===== src/rtl/rs_encoder_stream.sv =====
// Symbol-serial systematic Reed-Solomon encoder over GF(2^M).
// Data passes straight through, then NPAR parity symbols follow.
module rs_encoder_stream #(
    parameter int unsigned M    = 8,
    parameter int unsigned PRIM = 'h11D,
    parameter int unsigned K    = 64,
    parameter int unsigned NPAR = 12,
    parameter int unsigned FCR  = 0
) (
    input  logic         clk,
    input  logic         rst_n,
    input  logic         s_valid,
    output logic         s_ready,
    input  logic [M-1:0] s_data,
    input  logic         s_last,
    output logic         m_valid,
    input  logic         m_ready,
    output logic [M-1:0] m_data,
    output logic         m_last,
    output logic         frame_err
);

    localparam int unsigned CMAX = (K > NPAR) ? K : NPAR;
    localparam int unsigned CW   = $clog2(CMAX + 1);
    localparam logic [M-1:0] POLY = M'(PRIM);

    function automatic logic [M-1:0] gf_mul(input logic [M-1:0] a,
                                            input logic [M-1:0] b);
        logic [M-1:0] acc;
        logic [M-1:0] t;
        acc = '0;
        t   = a;
        for (int i = 0; i < int'(M); i++) begin
            if (b[i]) acc = acc ^ t;
            t = t[M-1] ? ((t << 1) ^ POLY) : (t << 1);
        end
        return acc;
    endfunction

    // Expands prod (x + alpha^(FCR+j)); the monic top term is dropped.
    function automatic logic [NPAR*M-1:0] gen_poly();
        logic [NPAR:0][M-1:0] g;
        logic [M-1:0]         root;
        logic [NPAR*M-1:0]    r;
        g    = '0;
        g[0] = M'(1);
        root = M'(1);
        for (int j = 0; j < int'(FCR); j++) root = gf_mul(root, M'(2));
        for (int j = 0; j < int'(NPAR); j++) begin
            for (int i = int'(NPAR); i > 0; i--)
                g[i] = g[i-1] ^ gf_mul(g[i], root);
            g[0] = gf_mul(g[0], root);
            root = gf_mul(root, M'(2));
        end
        r = '0;
        for (int i = 0; i < int'(NPAR); i++) r[i*M +: M] = g[i];
        return r;
    endfunction

    localparam logic [NPAR*M-1:0] GEN = gen_poly();

    typedef enum logic {DATA, PARITY} state_t;

    state_t                  state_q, state_d;
    logic [NPAR-1:0][M-1:0]  p_q, p_d;
    logic [CW-1:0]           cnt_q, cnt_d;
    logic [M-1:0]            m_data_q, m_data_d;
    logic                    m_valid_q, m_valid_d;
    logic                    m_last_q, m_last_d;
    logic                    ferr_q, ferr_d;
    logic [M-1:0]            fb;
    logic                    ld;

    assign ld        = !m_valid_q || m_ready;
    assign s_ready   = (state_q == DATA) && ld;
    assign fb        = s_data ^ p_q[NPAR-1];
    assign m_valid   = m_valid_q;
    assign m_data    = m_data_q;
    assign m_last    = m_last_q;
    assign frame_err = ferr_q;

    always_comb begin
        state_d   = state_q;
        p_d       = p_q;
        cnt_d     = cnt_q;
        m_data_d  = m_data_q;
        m_valid_d = m_valid_q;
        m_last_d  = m_last_q;
        ferr_d    = 1'b0;
        if (state_q == DATA) begin
            if (s_valid && s_ready) begin
                m_data_d  = s_data;
                m_valid_d = 1'b1;
                m_last_d  = 1'b0;
                p_d[0]    = gf_mul(fb, GEN[0 +: M]);
                for (int i = 1; i < int'(NPAR); i++)
                    p_d[i] = p_q[i-1] ^ gf_mul(fb, GEN[i*M +: M]);
                ferr_d = (cnt_q == CW'(K-1)) && !s_last;
                if (s_last || cnt_q == CW'(K-1)) begin
                    state_d = PARITY;
                    cnt_d   = '0;
                end else begin
                    cnt_d = cnt_q + CW'(1);
                end
            end else if (ld) begin
                m_valid_d = 1'b0;
            end
        end else if (ld) begin
            // Shifting out the register empties the LFSR for the next frame.
            m_data_d  = p_q[NPAR-1];
            m_valid_d = 1'b1;
            for (int i = int'(NPAR) - 1; i > 0; i--) p_d[i] = p_q[i-1];
            p_d[0] = '0;
            if (cnt_q == CW'(NPAR-1)) begin
                m_last_d = 1'b1;
                cnt_d    = '0;
                state_d  = DATA;
            end else begin
                m_last_d = 1'b0;
                cnt_d    = cnt_q + CW'(1);
            end
        end
    end

    always_ff @(posedge clk) begin
        if (!rst_n) begin
            state_q   <= DATA;
            p_q       <= '0;
            cnt_q     <= '0;
            m_data_q  <= '0;
            m_valid_q <= 1'b0;
            m_last_q  <= 1'b0;
            ferr_q    <= 1'b0;
        end else begin
            state_q   <= state_d;
            p_q       <= p_d;
            cnt_q     <= cnt_d;
            m_data_q  <= m_data_d;
            m_valid_q <= m_valid_d;
            m_last_q  <= m_last_d;
            ferr_q    <= ferr_d;
        end
    end

endmodule


===== config.mk =====
export PLATFORM = sky130hd
export DESIGN_NAME = rs_encoder_stream
export DESIGN_NICKNAME = d
export VERILOG_FILES = /design/src/rtl/rs_encoder_stream.sv
export SDC_FILE = /design/constraint.sdc
export NUM_CORES = 1
export LEC_CHECK = 0
export ABC_AREA = 1
export ABC_CLOCK_PERIOD_IN_PS = 4320
export BUFFER_PORTS_ARGS = -buffer_cell sky130_fd_sc_hd__buf_4
export CAP_MARGIN = 20
export CORE_ASPECT_RATIO = 0.75
export CORE_MARGIN = 2
export CORE_UTILIZATION = 57
export DETAILED_ROUTE_END_ITERATION = 10
export PLACE_DENSITY = 0.74
export SLEW_MARGIN = 20
export SYNTH_ARGS = -nofsm -noshare
export SYNTH_HDL_FRONTEND = slang
export SYNTH_SLANG_ARGS = --single-unit

===== constraint.sdc =====
create_clock -name clk -period 4.32 [get_ports clk]
set_input_delay 0.216 -clock clk [delete_from_list [all_inputs] [get_ports clk]]
set_output_delay 0.216 -clock clk [all_outputs]
set_load 0.05 [all_outputs]

# Word-level counts from Yosys, hierarchy flattened
# Index checks and enable logic that the tools add are counted.
classes:
  n_addsub: 1
  n_eq_ne: 3
  mux: 89
  bitwise_logic: 49
  reduce_logical: 12
op_table:
  columns: ["op", "count"]
  rows:
  - ["8-bit 2-to-1 mux", 61]
  - ["8-bit XOR", 39]
  - ["96-bit 2-to-1 mux", 3]
  - ["5-bit 2-to-1 mux", 7]
  - ["7-bit 2-to-1 mux", 5]
  - ["4-bit NOT", 7]
  - ["1-bit 2-to-1 mux", 13]
  - ["7-bit by 1-bit adder with 7-bit output (second input constant)", 1]
  - ["7-bit by 4-bit == test with 1-bit output (second input constant)", 1]
  - ["7-bit by 6-bit == test with 1-bit output (second input constant)", 1]
  - ["2-bit AND reduction", 2]
  - ["2-bit nonzero test", 2]
  - ["1-bit logical AND", 3]
  - ["1-bit NOT", 3]
  - ["3-bit OR reduction", 1]
  - ["1-bit zero test", 2]
  - ["1-bit logical OR", 2]
  - ["2-bit by 1-bit != test with 1-bit output (second input constant)", 1]
totals:
  ff_bits: 115
  elab_cells: 172

# Depth between registers and ports, before layout
logic_depth:
  word_depth: 27
  depth_mapped: 19
  mapped_depth_nobuf: 18

# Worst setup path after synthesis
# No wires, ideal clock.
synth_timing:
  path_kind: "reg2reg"
  startpoint: "reg m_valid_q, in the netlist m_valid"
  endpoint: "reg p_q[39] in the netlist's numbering"
  setup_time_ns: 0.117
  arrival_ns: 1.977
  required_time_ns: 4.203
  setup_slack_ns: 2.225
  stages_incl_launch_ff: 11
  cell_sequence: "dfxtp_1 -> inv_1 -> nor2_1 -> inv_1 -> o21ai_1 -> inv_1 -> clkbuf_1 -> buf_2 -> clkbuf_1 -> o221ai_1 -> inv_1"
synth_via:
  elab_chain_cells: 6
  word_cells_on_any_way: 7
  cone_classes: "eq/ne (1); reduce/logical (6)"
synth_lines:
  columns: ["element", "line_no", "text"]
  rows:
  - ["start: declaration", "68", "logic m_valid_q, m_valid_d;"]
  - ["start signal: assignment", "139", "m_valid_q <= m_valid_d;"]
  - ["1-bit zero test (*)", "74", "assign ld = !m_valid_q || m_ready;"]
  - ["1-bit logical OR (*)", "74", null]
  - ["1-bit logical AND", "75", "assign s_ready = (state_q == DATA) && ld;"]
  - ["1-bit logical AND", "91", "if (s_valid && s_ready) begin"]
  - ["2-bit nonzero test (no source line)", null, null]
  - ["2-bit AND reduction (no source line) (*)", null, null]
  - ["end signal: assignment", "136", "p_q <= p_d;"]
  - ["end: declaration", "65", "logic [NPAR-1:0][M-1:0] p_q, p_d;"]
# Mark *: on every way between the ends. The rest lies on a longest branch, timed or not.
# A chain may end at the register's enable or synchronous reset.

# Worst setup path after layout
layout_timing:
  startpoint: "reg p_q[93] in the netlist's numbering"
  endpoint: "reg p_q[63] in the netlist's numbering"
layout_via:
  elab_chain_cells: 18
  word_cells_on_any_way: 21
  cone_classes: "mux (14); bitwise (7)"
layout_lines:
  columns: ["element", "line_no", "text"]
  rows:
  - ["8-bit XOR (*)", "76", "assign fb = s_data ^ p_q[NPAR-1];"]
  - ["8-bit 2-to-1 mux", "91", null]
  - ["8-bit 2-to-1 mux", "90", "if (state_q == DATA) begin"]
  - ["8-bit XOR", "34", "if (b[i]) acc = acc ^ t;"]
  - ["8-bit 2-to-1 mux", "91", null]
  - ["8-bit 2-to-1 mux", "90", null]
  - ["8-bit XOR", "34", null]
  - ["8-bit 2-to-1 mux", "91", null]
  - ["(+2 left out)", null, null]
  - ["8-bit 2-to-1 mux", "91", null]
  - ["8-bit 2-to-1 mux", "90", null]
  - ["8-bit XOR (*)", "34", null]
  - ["8-bit 2-to-1 mux (*)", "91", null]
  - ["8-bit 2-to-1 mux (*)", "90", null]
  - ["8-bit XOR (*)", "97", "p_d[i] = p_q[i-1] ^ gf_mul(fb, GEN[i*M +: M]);"]
  - ["96-bit 2-to-1 mux (*)", "91", null]
  - ["96-bit 2-to-1 mux (*)", "90", null]
# Mark *: on every way between the ends. The rest lies on a longest branch, timed or not. The select of a mux whose other input is x is not followed.

==> impl_metrics.yaml <==
clock_network:
  path_clk_slew_ns: 0.06
  clk_latency_ns: 0.42
  cts-resized-gates: 0
  cts_max_path_buffers: 2
  clockRootBuffer: "clkbuf_16"
  cts_setup_buffers: 0
  cts_buffers: 17
  htree_num_levels: 4
  cts_tree: "done"
  cts.sinks: 115
drt:
  wl_per_cell_um: 14.7
  ant_nets: 0
  via_count: 7123
  wirelength_mm: 19.6
  wl_met1_mm: 9.43
  drc_errors: 0
  wl_met2_mm: 8.40
  top_layer: "met4"
  first_pass_iters: 5
  via_per_inst: 5.36
  dr_wl_met3_mm: 1.39
  drt_iter0_markers: 768
worst_setup_path:
  rrSetupSlack_ns: 1.63
  reg2reg_to: "p_q[63]$_SDFFE_PN0P_"
  cp-start-kind: "flip-flop"
  rr_worst_depth: 17
  crit_end: "p_q[63]$_SDFFE_PN0P_"
  cp.arrival_ns: 3.01
  critPathCaptureType: "flip-flop"
  worstPathRequired_ns: 4.64
  path_class: "flip-flop to flip-flop"
  cp-startpoint: "p_q[93]$_SDFFE_PN0P_"
  cp_max_fo: 11
  r2r_start: "p_q[93]$_SDFFE_PN0P_"
floorplan:
  die_area_mm2: 0.0141
  core_mm2: 0.0129
  start_util_pct: 58.1
  fp-row-count: 36
  pin_count: 25
  die_y_um: 103
  die_width_um: 136
placement:
  portBuffers: 24
  dp_cells: 1295
  place_hpwl_mm: 13.5
  gp_congestion: 0.970
final_layout:
  drive_gt1_share_pct: 9.42
  diodes: 0
  area_growth_syn_to_layout_pct: 10.7
  final-instance-count-excl-fill: 1328
  final-seq-area_mm2: 0.00230
  fillerInstances: 1162
  multi_input_area_mm2: 0.00442
  final_nets: 1158
yosys:
  synth_warnings: 0
  ys_ff_latch: 115
  synth-main-ff-cell: "dfxtp_1"
  synth_edf_count: 0
  ys_seq_area_share_pct: 30.8
  yosysUniqueCellTypes: 37
  syn_inst: 1143
  synth_area_mm2: 0.00748
  synth.avg_cell_area_um2: 6.54
  synthArstFlopShare_pct: 0
  synth_nets: 1157
timing:
  period_share_pct: 62.3
  maxSlewViolCount: 0
  setup_viol_count_final: 0
  rsz0062_at_grt: "false"
  max_slew_margin_pct: 36.3
  hold_viol: 0
  clock.fmax_mhz: 371
  finClkSkew_ns: 0.00727
  fin_crit_ns: 2.69
  totalNegativeSetupSlack_ns: 0
  tightestPinTransition_ns: 0.954
global_routing:
  grt_overflow: 0
  grt_start_max_net_pins: 71
  grt_pass1_wl_mm: 32.3
  grt_antenna_before_repair: 0
  gr-usage-all-layers_pct: 29.5
  grt_pass1_vias: 6401
pwr:
  powerDensity_mw_per_mm2: 697
  power.leakage_uw: 0.00433
  ir_drop_mv: 0.365
flow_run:
  maxCapViolations: 0
worst_hold_path:
  hold_depth: 3
  holdCritPathClass: "input pin to flip-flop"
status:
  run_status: "finished, final reports clean"
-- worst max-delay path: stages, from the launching register on --
cell	delay [ns]
dfxtp_1	0.34
inv_1	0.08
nand2_1	0.05
nand2_1	0.39
nand2_1	0.20
nand2_4	0.23
inv_1	0.09
nand2_1	0.07
nand2_1	0.09
inv_1	0.09
nand2_1	0.05
nand2_1	0.14
xor2_1	0.35
nand2_1	0.12
nand2_1	0.08
nand3_1	0.07
nand2_1	0.09
inv_1	0.04
-- repair_timing --
item                                    in CTS  in global routing
endpoints found under the setup margin       0                  0
endpoints found under the hold margin        1                  0
hold buffers                                 1                  0
-- registers in the layout, summed over array words and instances, names as in the netlist --
name,count
p_q,96
m_data,8
cnt_q,7
frame_err,1
m_last,1
m_valid,1
state_q,1
-- cells in the final DEF, fill, tap and decap left out, types with 2 or more instances in the layout --
cell type,instances
nand3_1,88
clkbuf_16,17
or2_1,2
inv_1,142
clkinv_4,2
xnor2_1,14
inv_2,3
o21ai_1,4
a31oi_1,8
dfxtp_1,115
nand4_1,11
xor2_4,3
nor3_1,8
nand2_1,348
o211ai_1,20
xor2_1,72
xor2_2,8
clkbuf_1,5
or2_0,2
nand3_2,5
clkinvlp_4,2
clkinv_2,4
buf_4,32
or2_2,5
o21ai_0,51
a21oi_1,50
nand2_2,15
xnor2_2,2
nor2_1,78
o221ai_1,20
a21o_1,4
nand2_4,6
-- layout make-up --
| cell class | count | share of cell area [%] |
|---|---|---|
| Sequential cell | 115 | 27.8 |
| Clock buffer | 23 | 5.53 |
| Multi-Input combinational cell | 830 | 53.3 |
| Clock inverter | 9 | 0.998 |
| Inverter | 147 | 6.70 |
| Tap cell | 171 | 2.59 |
| Timing Repair Buffer | 33 | 3.02 |
-- layer usage --
metal	track usage (%)	vias to the layer above
li1	-	3625
met1	41.3	3236
met2	46.4	229
met3	5.80	33
met4	9.13	0
met5	0	-
-- cells in the mapped netlist, types with 11 or more instances --
master | instances | area share, %
a21oi_1 | 50 | 3.3
clkbuf_1 | 32 | 1.6
dfxtp_1 | 115 | 31
inv_1 | 143 | 7.2
nand2_1 | 348 | 17
nand2_2 | 15 | 1.3
nand3_1 | 88 | 5.9
nand4_1 | 11 | 0.92
nor2_1 | 78 | 3.9
o211ai_1 | 20 | 2.0
o21ai_0 | 51 | 3.4
o221ai_1 | 20 | 2.3
xnor2_1 | 14 | 1.6
xor2_1 | 72 | 8.4
-- logic make-up after synthesis --
group                    Yosys count  synth area share (%)
buffers and inverters            198                  10.3
adder cells (fa/ha/maj)            1                 0.167
AO/OA/AOI/OAI                    159                  12.6
AND/OR/NAND/NOR                  571                  32.7
XOR/XNOR                          99                  13.3
flip-flops                       115                  30.8
-- worst min path at each step --
stage	startpoint	to	slack, ns
after floorplan	s_last	frame_err$_SDFF_PP0_	0.29
after global placement	s_last	frame_err$_SDFF_PP0_	0.41
after detailed placement	s_last	frame_err$_SDFF_PP0_	0.42
after CTS	s_data[7]	m_data[7]$_SDFFE_PN0P_	0.09
after global routing	s_data[5]	m_data[5]$_SDFFE_PN0P_	0.09
final	s_data[7]	m_data[7]$_SDFFE_PN0P_	0.08
-- through the flow --
stage | worst slack, ns | hold slack [ns] | area (um2) | power [uW] | utilization [%]
finish | 1.63 | 0.0843 | 8280 | 5770 | 64.2
global route | 1.39 | 0.0927 | 8280 | 6220 | 64.2
CTS | 1.70 | 0.0860 | 8280 | 5730 | 64.2
detailed placement | 1.72 | 0.416 | 7730 | 4390 | 60.0
global placement | 1.75 | 0.409 | 7730 | 4360 | 60.0
floorplan | 2.23 | 0.293 | 7480 | 3740 | -
-- report_power, final --
group,leakage (uW),switching [uW],internal (uW)
sequential,0.000953,179,1300
clock,0.000261,511,802
combinational,0.00311,1980,1000
total,0.00433,2670,3100
No activity file was read; power rests on OpenSTA's default activity.
